### src/rtl/iomem_dbg_pkg.sv
// Shared constants and state encodings for the iomem serial debug initiator.
package iomem_dbg_pkg;

  localparam logic [7:0] CMD_READ  = 8'h52;
  localparam logic [7:0] CMD_WRITE = 8'h57;
  localparam logic [7:0] STAT_ACK  = 8'h06;
  localparam logic [7:0] STAT_NAK  = 8'h15;

  typedef enum logic [2:0] {
    ST_IDLE,
    ST_ADDR,
    ST_STRB,
    ST_DATA,
    ST_BUS,
    ST_RESP
  } state_e;

  typedef enum logic [1:0] {
    RX_IDLE,
    RX_START,
    RX_DATA,
    RX_STOP
  } rx_state_e;

endpackage

### src/rtl/iomem_uart_master_if.sv
// iomem initiator bus plus the byte-stream response port toward the serial transmitter.
interface iomem_uart_master_if;

  logic        iomem_valid;
  logic        iomem_ready;
  logic [3:0]  iomem_wstrb;
  logic [31:0] iomem_addr;
  logic [31:0] iomem_wdata;
  logic [31:0] iomem_rdata;
  logic [7:0]  resp_data;
  logic        resp_valid;
  logic        resp_ready;

  modport master (
    output iomem_valid, iomem_wstrb, iomem_addr, iomem_wdata, resp_data, resp_valid,
    input  iomem_ready, iomem_rdata, resp_ready
  );

  modport slave (
    input  iomem_valid, iomem_wstrb, iomem_addr, iomem_wdata, resp_data, resp_valid,
    output iomem_ready, iomem_rdata, resp_ready
  );

endinterface

### src/rtl/uart_rx8.sv
// 8N1 serial receiver: 2-flop synchroniser, half-bit start re-check, LSB-first
// deserialiser. Emits the byte with a 1-cycle strobe the cycle after the stop
// sample; frames with a low stop bit are silently dropped.
module uart_rx8
  import iomem_dbg_pkg::*;
#(
  parameter int CLKS_PER_BIT = 208
) (
  input  logic       clk24,
  input  logic       resetn,
  input  logic       rx,
  output logic [7:0] rx_byte,
  output logic       rx_strobe
);

  localparam int CW = $clog2(CLKS_PER_BIT + 1);
  localparam logic [CW-1:0] FULL = CW'(CLKS_PER_BIT - 1);
  localparam logic [CW-1:0] HALF = CW'(CLKS_PER_BIT / 2 - 1);

  logic            meta_q, sync_q, prev_q;
  rx_state_e       state_q, state_d;
  logic [CW-1:0]   cnt_q, cnt_d;
  logic [2:0]      bit_q, bit_d;
  logic [7:0]      shift_q, shift_d;
  logic            strobe_q, strobe_d;

  // Synchroniser, edge-detect history and receiver state registers.
  always_ff @(posedge clk24) begin
    if (!resetn) begin
      meta_q   <= 1'b1;
      sync_q   <= 1'b1;
      prev_q   <= 1'b1;
      state_q  <= RX_IDLE;
      cnt_q    <= '0;
      bit_q    <= '0;
      shift_q  <= '0;
      strobe_q <= 1'b0;
    end else begin
      meta_q   <= rx;
      sync_q   <= meta_q;
      prev_q   <= sync_q;
      state_q  <= state_d;
      cnt_q    <= cnt_d;
      bit_q    <= bit_d;
      shift_q  <= shift_d;
      strobe_q <= strobe_d;
    end
  end

  // Bit timer down-counts to zero; each terminal count is a bit-centre sample.
  always_comb begin
    state_d  = state_q;
    cnt_d    = cnt_q;
    bit_d    = bit_q;
    shift_d  = shift_q;
    strobe_d = 1'b0;
    case (state_q)
      RX_IDLE: begin
        if (prev_q && !sync_q) begin
          state_d = RX_START;
          cnt_d   = HALF;
        end
      end
      RX_START: begin
        if (cnt_q != '0) begin
          cnt_d = cnt_q - CW'(1);
        end else if (sync_q) begin
          state_d = RX_IDLE;
        end else begin
          state_d = RX_DATA;
          cnt_d   = FULL;
          bit_d   = 3'd0;
        end
      end
      RX_DATA: begin
        if (cnt_q != '0) begin
          cnt_d = cnt_q - CW'(1);
        end else begin
          shift_d = {sync_q, shift_q[7:1]};
          cnt_d   = FULL;
          bit_d   = bit_q + 3'd1;
          if (bit_q == 3'd7) state_d = RX_STOP;
        end
      end
      RX_STOP: begin
        if (cnt_q != '0) begin
          cnt_d = cnt_q - CW'(1);
        end else begin
          state_d  = RX_IDLE;
          strobe_d = sync_q;
        end
      end
      default: state_d = RX_IDLE;
    endcase
  end

  assign rx_byte   = shift_q;
  assign rx_strobe = strobe_q;

endmodule

### src/rtl/iomem_uart_master.sv
// Serial-command iomem bus initiator. One read or write per received frame,
// status (and read data) returned on the byte-stream response port.
// Optional BUS timeout: define IOMEM_UART_MASTER_TIMEOUT_EN.
//
// state   | meaning
// IDLE    | waiting for a command byte
// ADDR    | collecting 4 address bytes, MSB first
// STRB    | collecting the write strobe byte
// DATA    | collecting 4 write data bytes, MSB first
// BUS     | iomem_valid high, waiting for iomem_ready
// RESP    | streaming queued response bytes
module iomem_uart_master
  import iomem_dbg_pkg::*;
#(
  parameter int CLKS_PER_BIT = 208
`ifdef IOMEM_UART_MASTER_TIMEOUT_EN
  , parameter int TIMEOUT_CYCLES = 1024
`endif
) (
  input  logic                clk24,
  input  logic                resetn,
  input  logic                rx,
  iomem_uart_master_if.master bus,
  output logic                busy
);

`ifdef IOMEM_UART_MASTER_TIMEOUT_EN
  localparam int TW = $clog2(TIMEOUT_CYCLES + 1);
  logic [TW-1:0] to_q, to_d;
`endif

  logic [7:0]  rx_byte;
  logic        rx_strobe;
  state_e      state_q, state_d;
  logic        wr_q, wr_d;
  logic [1:0]  cnt_q, cnt_d;
  logic [31:0] addr_q, addr_d;
  logic [3:0]  wstrb_q, wstrb_d;
  logic [31:0] wdata_q, wdata_d;
  logic        valid_q, valid_d;
  logic [31:0] data_q, data_d;
  logic [2:0]  left_q, left_d;
  logic [7:0]  resp_data_q, resp_data_d;
  logic        resp_valid_q, resp_valid_d;
  logic        enter_bus;

  uart_rx8 #(.CLKS_PER_BIT(CLKS_PER_BIT)) u_rx (
    .clk24     (clk24),
    .resetn    (resetn),
    .rx        (rx),
    .rx_byte   (rx_byte),
    .rx_strobe (rx_strobe)
  );

  // Command FSM, transaction fields and response queue registers.
  always_ff @(posedge clk24) begin
    if (!resetn) begin
      state_q      <= ST_IDLE;
      wr_q         <= 1'b0;
      cnt_q        <= '0;
      addr_q       <= '0;
      wstrb_q      <= '0;
      wdata_q      <= '0;
      valid_q      <= 1'b0;
      data_q       <= '0;
      left_q       <= '0;
      resp_data_q  <= '0;
      resp_valid_q <= 1'b0;
`ifdef IOMEM_UART_MASTER_TIMEOUT_EN
      to_q         <= '0;
`endif
    end else begin
      state_q      <= state_d;
      wr_q         <= wr_d;
      cnt_q        <= cnt_d;
      addr_q       <= addr_d;
      wstrb_q      <= wstrb_d;
      wdata_q      <= wdata_d;
      valid_q      <= valid_d;
      data_q       <= data_d;
      left_q       <= left_d;
      resp_data_q  <= resp_data_d;
      resp_valid_q <= resp_valid_d;
`ifdef IOMEM_UART_MASTER_TIMEOUT_EN
      to_q         <= to_d;
`endif
    end
  end

  // Next-state: frame parsing, bus request/completion and response sequencing.
  // data_q doubles as the read-data shifter; left_q counts bytes still to follow.
  always_comb begin
    state_d      = state_q;
    wr_d         = wr_q;
    cnt_d        = cnt_q;
    addr_d       = addr_q;
    wstrb_d      = wstrb_q;
    wdata_d      = wdata_q;
    valid_d      = valid_q;
    data_d       = data_q;
    left_d       = left_q;
    resp_data_d  = resp_data_q;
    resp_valid_d = resp_valid_q;
    enter_bus    = 1'b0;
`ifdef IOMEM_UART_MASTER_TIMEOUT_EN
    to_d         = to_q;
`endif
    case (state_q)
      ST_IDLE: begin
        if (rx_strobe) begin
          if (rx_byte == CMD_READ || rx_byte == CMD_WRITE) begin
            state_d = ST_ADDR;
            cnt_d   = 2'd0;
            wr_d    = (rx_byte == CMD_WRITE);
            wstrb_d = 4'h0;
          end else begin
            state_d      = ST_RESP;
            resp_data_d  = STAT_NAK;
            resp_valid_d = 1'b1;
            left_d       = 3'd0;
          end
        end
      end
      ST_ADDR: begin
        if (rx_strobe) begin
          addr_d = {addr_q[23:0], rx_byte};
          cnt_d  = cnt_q + 2'd1;
          if (cnt_q == 2'd3) begin
            if (wr_q) state_d = ST_STRB;
            else      enter_bus = 1'b1;
          end
        end
      end
      ST_STRB: begin
        if (rx_strobe) begin
          wstrb_d = rx_byte[3:0];
          cnt_d   = 2'd0;
          state_d = ST_DATA;
        end
      end
      ST_DATA: begin
        if (rx_strobe) begin
          wdata_d = {wdata_q[23:0], rx_byte};
          cnt_d   = cnt_q + 2'd1;
          if (cnt_q == 2'd3) enter_bus = 1'b1;
        end
      end
      ST_BUS: begin
        if (bus.iomem_ready) begin
          valid_d      = 1'b0;
          data_d       = bus.iomem_rdata;
          resp_data_d  = STAT_ACK;
          resp_valid_d = 1'b1;
          left_d       = wr_q ? 3'd0 : 3'd4;
          state_d      = ST_RESP;
        end
`ifdef IOMEM_UART_MASTER_TIMEOUT_EN
        else if (to_q == '0) begin
          valid_d      = 1'b0;
          resp_data_d  = STAT_NAK;
          resp_valid_d = 1'b1;
          left_d       = 3'd0;
          state_d      = ST_RESP;
        end else begin
          to_d = to_q - TW'(1);
        end
`endif
      end
      ST_RESP: begin
        if (resp_valid_q && bus.resp_ready) begin
          if (left_q == 3'd0) begin
            resp_valid_d = 1'b0;
            state_d      = ST_IDLE;
          end else begin
            resp_data_d = data_q[31:24];
            data_d      = {data_q[23:0], 8'h00};
            left_d      = left_q - 3'd1;
          end
        end
      end
      default: state_d = ST_IDLE;
    endcase
    if (enter_bus) begin
      state_d = ST_BUS;
      valid_d = 1'b1;
`ifdef IOMEM_UART_MASTER_TIMEOUT_EN
      to_d    = TW'(TIMEOUT_CYCLES - 1);
`endif
    end
  end

  assign bus.iomem_valid = valid_q;
  assign bus.iomem_wstrb = wstrb_q;
  assign bus.iomem_addr  = addr_q;
  assign bus.iomem_wdata = wdata_q;
  assign bus.resp_data   = resp_data_q;
  assign bus.resp_valid  = resp_valid_q;
  assign busy            = (state_q != ST_IDLE);

endmodule

### src/flat_wrapper.sv
// flat-port wrapper written by rule: the top's interface ports become plain ports
module iomem_uart_master_flat import iomem_dbg_pkg::*;
#(
  parameter int CLKS_PER_BIT = 208

)
  (clk24, resetn, rx, busy, bus_iomem_valid, bus_iomem_wstrb, bus_iomem_addr, bus_iomem_wdata, bus_resp_data, bus_resp_valid, bus_iomem_ready, bus_iomem_rdata, bus_resp_ready);
  iomem_uart_master_if bus_i ();
  input  logic clk24;
  input  logic resetn;
  input  logic rx;
  output logic busy;
  output wire logic [$bits(bus_i.iomem_valid)-1:0] bus_iomem_valid;
  output wire logic [$bits(bus_i.iomem_wstrb)-1:0] bus_iomem_wstrb;
  output wire logic [$bits(bus_i.iomem_addr)-1:0] bus_iomem_addr;
  output wire logic [$bits(bus_i.iomem_wdata)-1:0] bus_iomem_wdata;
  output wire logic [$bits(bus_i.resp_data)-1:0] bus_resp_data;
  output wire logic [$bits(bus_i.resp_valid)-1:0] bus_resp_valid;
  input wire logic [$bits(bus_i.iomem_ready)-1:0] bus_iomem_ready;
  input wire logic [$bits(bus_i.iomem_rdata)-1:0] bus_iomem_rdata;
  input wire logic [$bits(bus_i.resp_ready)-1:0] bus_resp_ready;
  assign bus_iomem_valid = bus_i.iomem_valid;
  assign bus_iomem_wstrb = bus_i.iomem_wstrb;
  assign bus_iomem_addr = bus_i.iomem_addr;
  assign bus_iomem_wdata = bus_i.iomem_wdata;
  assign bus_resp_data = bus_i.resp_data;
  assign bus_resp_valid = bus_i.resp_valid;
  assign bus_i.iomem_ready = bus_iomem_ready;
  assign bus_i.iomem_rdata = bus_iomem_rdata;
  assign bus_i.resp_ready = bus_resp_ready;
  iomem_uart_master #(.CLKS_PER_BIT(CLKS_PER_BIT)) u_core (.clk24(clk24), .resetn(resetn), .rx(rx), .bus(bus_i), .busy(busy));
endmodule
### config.mk
export PLATFORM = sky130hd
export DESIGN_NAME = iomem_uart_master_flat
export DESIGN_NICKNAME = d
export VERILOG_FILES = /design/src/rtl/iomem_dbg_pkg.sv /design/src/rtl/iomem_uart_master_if.sv /design/src/rtl/uart_rx8.sv /design/src/rtl/iomem_uart_master.sv /design/src/flat_wrapper.sv
export SDC_FILE = /design/constraint.sdc
export NUM_CORES = 1
export LEC_CHECK = 0
export CAP_MARGIN = 0
export CORE_ASPECT_RATIO = 1.25
export CORE_MARGIN = 3
export CORE_UTILIZATION = 52
export CTS_CLUSTER_SIZE = 28
export DETAILED_ROUTE_END_ITERATION = 8
export GPL_ROUTABILITY_DRIVEN = 0
export HOLD_SLACK_MARGIN = 0.05
export PLACE_DENSITY = 0.8
export SYNTH_ARGS = -nofsm -noshare
export SYNTH_HDL_FRONTEND = slang
export SYNTH_SLANG_ARGS = --single-unit
### constraint.sdc
create_clock -name clk24 -period 2.65 [get_ports clk24]
set_input_delay 0.3975 -clock clk24 [delete_from_list [all_inputs] [get_ports clk24]]
set_output_delay 0.3975 -clock clk24 [all_outputs]
set_load 0.005 [all_outputs]
# ---- After elaboration in Yosys (flattened, before gate mapping)
# Index checks and enable logic that the tools add are counted.
dict set report word_totals {
  reg_bits 144
  inputBits 37
  out_inout_bits 79
  word_cells 172
}
dict set report op_classes {
  addsub 4
  n_eq_ne 41
  muxes 69
  n_bitwise 4
  n_reduce_logical 34
}
# operator n
set ops {}
lappend ops {{two-way mux 32 bit} 3}
lappend ops {{two-way mux 8 bit} 10}
lappend ops {{one-hot mux 32 bit (2 select lines)} 1}
lappend ops {{two-way mux 3 bit} 19}
lappend ops {{one-hot mux 8 bit (4 select lines)} 1}
lappend ops {{!= test 2 bit, second input constant} 13}
lappend ops {{one-hot mux 8 bit (3 select lines)} 1}
lappend ops {{two-way mux 2 bit} 10}
lappend ops {{one-hot mux 3 bit (6 select lines)} 1}
lappend ops {{AND reduction 9 bit} 2}
lappend ops {{== test 8 x 7 -> 1 bit, second input constant} 2}
lappend ops {{!= test 2 x 1 -> 1 bit, second input constant} 7}
lappend ops {{two-way mux 1 bit} 13}
lappend ops {{two-way mux 4 bit} 3}
lappend ops {{!= test 3 x 1 -> 1 bit, second input constant} 4}
lappend ops {{!= test 3 x 2 -> 1 bit, second input constant} 4}
lappend ops {{AND reduction 4 bit} 3}
lappend ops {{AND reduction 6 bit} 2}
lappend ops {{AND reduction 5 bit} 2}
lappend ops {{nonzero test 2 bit} 5}
lappend ops {{== test 3 bit, second input constant} 3}
lappend ops {{one-hot mux 3 bit (3 select lines)} 1}
lappend ops {{nonzero test 3 bit} 3}
lappend ops {{one-hot mux 2 bit (4 select lines)} 1}
lappend ops {{25 further kinds} 38}

# ---- Longest topological paths before layout
dict set report depth {
  word_depth 6
  mapped_depth 9
  ltp_nobuf 7
}

# ---- Cells and area by module
# A second synthesis with hierarchy kept.
dict set report hier_totals {
  cells_unflattened 732
  hier_area_um2 6067.1
}
# module n_inst cells_each area_each_um2 seq_area_each_um2
set modules_own_cells {}
lappend modules_own_cells {iomem_uart_master 1 589 4753.3 2382.3}
lappend modules_own_cells {uart_rx8 1 143 1313.8 500.5}

# ---- Least setup slack after synthesis
# No wires, ideal clock.
dict set report synth_path {
  kind {flip-flop to flip-flop}
  startpoint {register u_core.left_q[0]}
  endpoint {register u_core.data_q[23]}
  setup_ns 0.091
  arrival_time_ns 1.872
  path_slack_ns 0.687
  path_stages_with_launch 10
  n_path_buf 2
  path_cell_list {dfxtp_1 -> inv_1 -> ha_1 -> ha_1 -> nand3b_1 -> a211oi_1 -> buf_2 -> buf_4 -> nor2_1 -> a311oi_1}
}
dict set report synth_between {
  elab_chain_len 3
}
# element line
set synth_rtl {}
lappend synth_rtl {{start: declaration} iomem_uart_master.sv:42} ;# logic [2:0] left_q, left_d;
lappend synth_rtl {{start signal: assignment} iomem_uart_master.sv:81} ;# left_q <= left_d;
lappend synth_rtl {{zero test 3 bit} iomem_uart_master.sv:171} ;# if (left_q == 3'd0) begin
lappend synth_rtl {{!= test 2 bit (no line)} -}
lappend synth_rtl {{AND reduction 4 bit (no line)} -}
lappend synth_rtl {{end signal: assignment} iomem_uart_master.sv:80} ;# data_q <= data_d;
lappend synth_rtl {{end: declaration} iomem_uart_master.sv:41} ;# logic [31:0] data_q, data_d;
# No other way between the ends.
# A chain may end at the register's enable or synchronous reset.

# ---- Final worst setup path
dict set report layout_path {
  startpoint {register u_core.state_q[0]}
  endpoint {output port busy}
}
dict set report layout_between {
  elab_chain_len 1
}
# element line
set layout_rtl {}
lappend layout_rtl {{start: declaration} iomem_uart_master.sv:34} ;# state_e state_q, state_d;
lappend layout_rtl {{start signal: assignment} iomem_uart_master.sv:73} ;# state_q <= state_d;
lappend layout_rtl {{nonzero test 3 bit} iomem_uart_master.sv:198} ;# assign busy = (state_q != ST_IDLE);
lappend layout_rtl {{end: declaration} flat_wrapper.sv:12} ;# output logic busy;
# No other way between the ends.

==> impl_metrics.ini <==
[power_and_ir_drop]
power.static_leakage_nw = 2.79
power.density_cell_area_mw_per_mm2 = 652
irDropWorstVdd_mv = 0.479
power.total_mw = 5.20

[clocking]
clk_path_buf_depth = 2
tritoncts = yes
cts_max_level = 4
cts.sinks = 144
ctsRootBufferMaster = sky130_fd_sc_hd__clkbuf_16
post_cts_hold_buffer_count = 0
post_cts.resized_instances = 0
inserted_clock_buffers = 17
clock_insertion_delay_at_the_later_pin_of_the_skew_report_ns = 0.42
clkTransAtPathRegs_ns = 0.06
cts_post_setup_buffers_inserted = 0

[sta]
fmax_mhz = 416
setup_viol_count_final = 0
timing.final.hold_violations = 0
maxSlewViolCount = 0
max_slew.worst_pin.slew_ns = 0.750
setup_ws_ns = 0.243
rsz_0062_raised_after_global_routing = false
slew_headroom_pct = 49.9
post-route-period-util_pct = 90.8
sum_neg_setup_slack_ns = 0
post-route-min-period_ns = 2.41
skew_ns = 0.00752

[placed_design]
dp_hpwl_um = 10600
number_of_placed_instances_taps_included = 948
placement.setup.worst_slack_ns = 0.463
port_buffers = 115
post_dp_cell_area_mm2 = 0.00733

[floorplanning]
count_of_boundary_i_o_pins = 116
overall_die_height_um = 127
die_area_mm2 = 0.0131
row_count = 43
core_mm2 = 0.0113
width_of_the_chip_um = 103
start_util_pct = 54.0

[routing]
vias_per_cell = 5.67
number_of_nets_with_antenna_violations_after_detailed_routing = 0
drt_first_iter_violations = 358
drt_pass1_iterations = 5
route.detailed.drc = 0
routed-via-count = 5552
routed_wl_um = 15600
dr_wl_cell_um = 16.0

[global_routing]
first_global_vias = 5342
grt_pass1_wl_um = 25400
track_usage_pct = 24.2
antenna_violations_before_repair = 0
overflow = 0
pin_count_of_the_biggest_net_entering_global_routing = 57

[run_status]
status = completed

[setup_path]
timing.critical_path.slowest_stage_cell = sky130_fd_sc_hd__dfxtp_1
timing.critical_path.arrival_ns = 2.01
crit_path_cell_trace = nor3_2, inv_1, clkdlybuf4s50_1
worst_setup_path_start_kind = flop
crit_required_ns = 2.25
end_kind = output pin
worstPathMaxFanout = 21
crit_type = flop to output pin
delay_of_the_slowest_cell_on_the_worst_path_ns = 0.80

[layout]
multi_input_comb_area_mm2 = 0.00294
stdcell_count = 980
nFillCells = 854
nets = 881
antenna_cells_inserted = 0
final_layout_size_suffix_gt1_share_pct = 7.10
area.sequential_mm2 = 0.00288
area_growth_syn_to_layout_pct = 30.7
final_design_area_no_fill_mm2 = 0.00797

[worst_hold_path]
min-delay-path-class = flop to flop

[yosys]
synthesis.area_mm2 = 0.00610
post_synthesis_sequential_element_count = 144
ys_async_sr_fraction_pct = 0
synthesis.nets = 787
dominant_cell_type_by_area_after_synthesis = sky130_fd_sc_hd__dfxtp_1
synth_top_cells_by_area = sky130_fd_sc_hd__dfxtp_1 (47%), sky130_fd_sc_hd__nand2_1 (13%), sky130_fd_sc_hd__a21oi_1 (7.1%)
sequential_fraction_of_the_synthesis_area_pct = 47.3
avgSynthCellArea_um2 = 8.26
synth-main-ff-cell = sky130_fd_sc_hd__dfxtp_1
post-synth-top-area-fraction_pct = 47.3
netlist_instances = 738
ys_warn_count = 0
synth_enable_flop_cells = 0
synth.distinct_cells = 63

[run]
maxCapViolations = 0
-- logic make-up (layout without fill, tap and decap cells) --
group / Yosys count / in the layout / share of synthesized area (%)
AND/OR/NAND/NOR: 330 / 330 / 24.3
AO/OA/AOI/OAI: 161 / 161 / 17.2
flip-flops: 144 / 144 / 47.3
buffers and inverters: 67 / 174 / 4.84
multiplexers: 23 / 23 / 3.78
adder cells (fa/ha/maj): 12 / 12 / 2.46
XOR/XNOR: 1 / 1 / 0.144
-- layer usage --
| metal | routed length [µm] | track usage [%] | share of wire [%] |
|---|---|---|---|
| met4 | 380 | 7.93 | 2.4 |
| met2 | 8440 | 43.6 | 54 |
| met3 | 683 | 4.81 | 4.4 |
| met1 | 6150 | 28.2 | 39 |
| met5 | 0 | 0 | 0 |
-- synthesized netlist by cell type, types with 2 or more instances --
| library cell | number |
|---|---|
| sky130_fd_sc_hd__ha_1 | 12 |
| sky130_fd_sc_hd__nand3_1 | 12 |
| sky130_fd_sc_hd__a22o_1 | 4 |
| sky130_fd_sc_hd__buf_4 | 3 |
| sky130_fd_sc_hd__o21ai_1 | 2 |
| sky130_fd_sc_hd__nor2_1 | 47 |
| sky130_fd_sc_hd__a32oi_1 | 3 |
| sky130_fd_sc_hd__and2_1 | 4 |
| sky130_fd_sc_hd__nor3_2 | 2 |
| sky130_fd_sc_hd__a21oi_1 | 87 |
| sky130_fd_sc_hd__mux2i_1 | 23 |
| sky130_fd_sc_hd__a211oi_1 | 3 |
| sky130_fd_sc_hd__a221oi_1 | 2 |
| sky130_fd_sc_hd__and4_1 | 2 |
| sky130_fd_sc_hd__a31oi_1 | 4 |
| sky130_fd_sc_hd__dfxtp_1 | 144 |
| sky130_fd_sc_hd__o41ai_1 | 2 |
| sky130_fd_sc_hd__or3_1 | 3 |
| sky130_fd_sc_hd__a32o_1 | 2 |
| sky130_fd_sc_hd__inv_1 | 12 |
| sky130_fd_sc_hd__and3b_1 | 2 |
| sky130_fd_sc_hd__a311oi_1 | 25 |
| sky130_fd_sc_hd__nand4_1 | 4 |
| sky130_fd_sc_hd__o21ai_0 | 8 |
| sky130_fd_sc_hd__nand3b_1 | 11 |
| sky130_fd_sc_hd__nor2b_1 | 6 |
| sky130_fd_sc_hd__and3_1 | 3 |
| sky130_fd_sc_hd__nand2_1 | 209 |
| sky130_fd_sc_hd__nor3_1 | 5 |
| sky130_fd_sc_hd__buf_6 | 2 |
| sky130_fd_sc_hd__a31o_1 | 2 |
| sky130_fd_sc_hd__clkbuf_1 | 35 |
| sky130_fd_sc_hd__buf_2 | 14 |
| sky130_fd_sc_hd__a21o_1 | 2 |
| sky130_fd_sc_hd__nand2b_1 | 9 |
-- power by group --
group	switching, mW	leakage [nW]	internal (mW)	total [mW]
Clock	0.891	0.305	1.62	2.51
Sequential	0.0358	1.16	2.19	2.23
Combinational	0.252	1.32	0.199	0.451
-- layout make-up --
type | count | area share [%]
Multi-Input combinational cell | 527 | 36.9
Tap cell | 135 | 2.12
Clock buffer | 19 | 5.69
Inverter | 12 | 0.581
Timing Repair Buffer | 130 | 16.2
Sequential cell | 144 | 36.2
Clock inverter | 13 | 2.31
-- state kept, by name (all words and copies together), names as in the netlist, 2 cells and up, named ones only --
name and cells:
u_core.bus.iomem_addr 32, u_core.bus.iomem_wdata 32, u_core.bus.iomem_wstrb 4, u_core.bus.resp_data 8, u_core.cnt_q 2, u_core.data_q 32, u_core.left_q 3, u_core.state_q 3
u_core.u_rx.bit_q 3, u_core.u_rx.cnt_q 8, u_core.u_rx.rx_byte 8
-- per-stage QoR --
step           hold slack, ns  utilization, %
6_report                0.413            70.5
3_3_place_gp            0.394            64.9
3_5_place_dp            0.400            64.9
4_1_cts                 0.418            70.5
5_1_grt                 0.447            70.5
2_1_floorplan           0.386               -
-- path summary, 6_finish.rpt --
check	start	endpoint	slack, ns	cells after the start
max	u_core.state_q[0]$_SDFFE_PP0P_	busy	0.24	3
max reg2reg	u_core.left_q[0]$_SDFFE_PN0P_	u_core.data_q[16]$_SDFFE_PN0P_	0.40	8
min	u_core.u_rx.meta_q$_SDFF_PN1_	u_core.u_rx.sync_q$_SDFF_PN1_	0.41	1
min reg2reg	u_core.u_rx.meta_q$_SDFF_PN1_	u_core.u_rx.sync_q$_SDFF_PN1_	0.41	1
-- layout by cell type (no fill, tap or decap), drive strengths merged, types with 3 or more instances in the layout --
cell           count
nand3             12
mux2i             23
a32oi              3
nand2b             9
o21ai             10
nor2b              6
or3                3
clkdlybuf4s50    115
a21oi             87
and2               4
nand4              4
dfxtp            144
nor2              47
a211oi             3
buf               15
clkbuf            19
a221oi             3
nor3               7
a31oi              4
a311oi            25
a22o               4
and3               3
nand2            210
inv               12
clkinv             6
ha                12
clkinvlp           3
bufinv             4
nand3b            11
-- worst max-delay path, delay by kind of cell, from the launching register on --
kind | cells | cell delay, ns
DFF | 1 | 0.80
and+or+nand+nor | 1 | 0.17
buffers and inverters | 2 | 0.63
(Power assumes the default switching activity.)
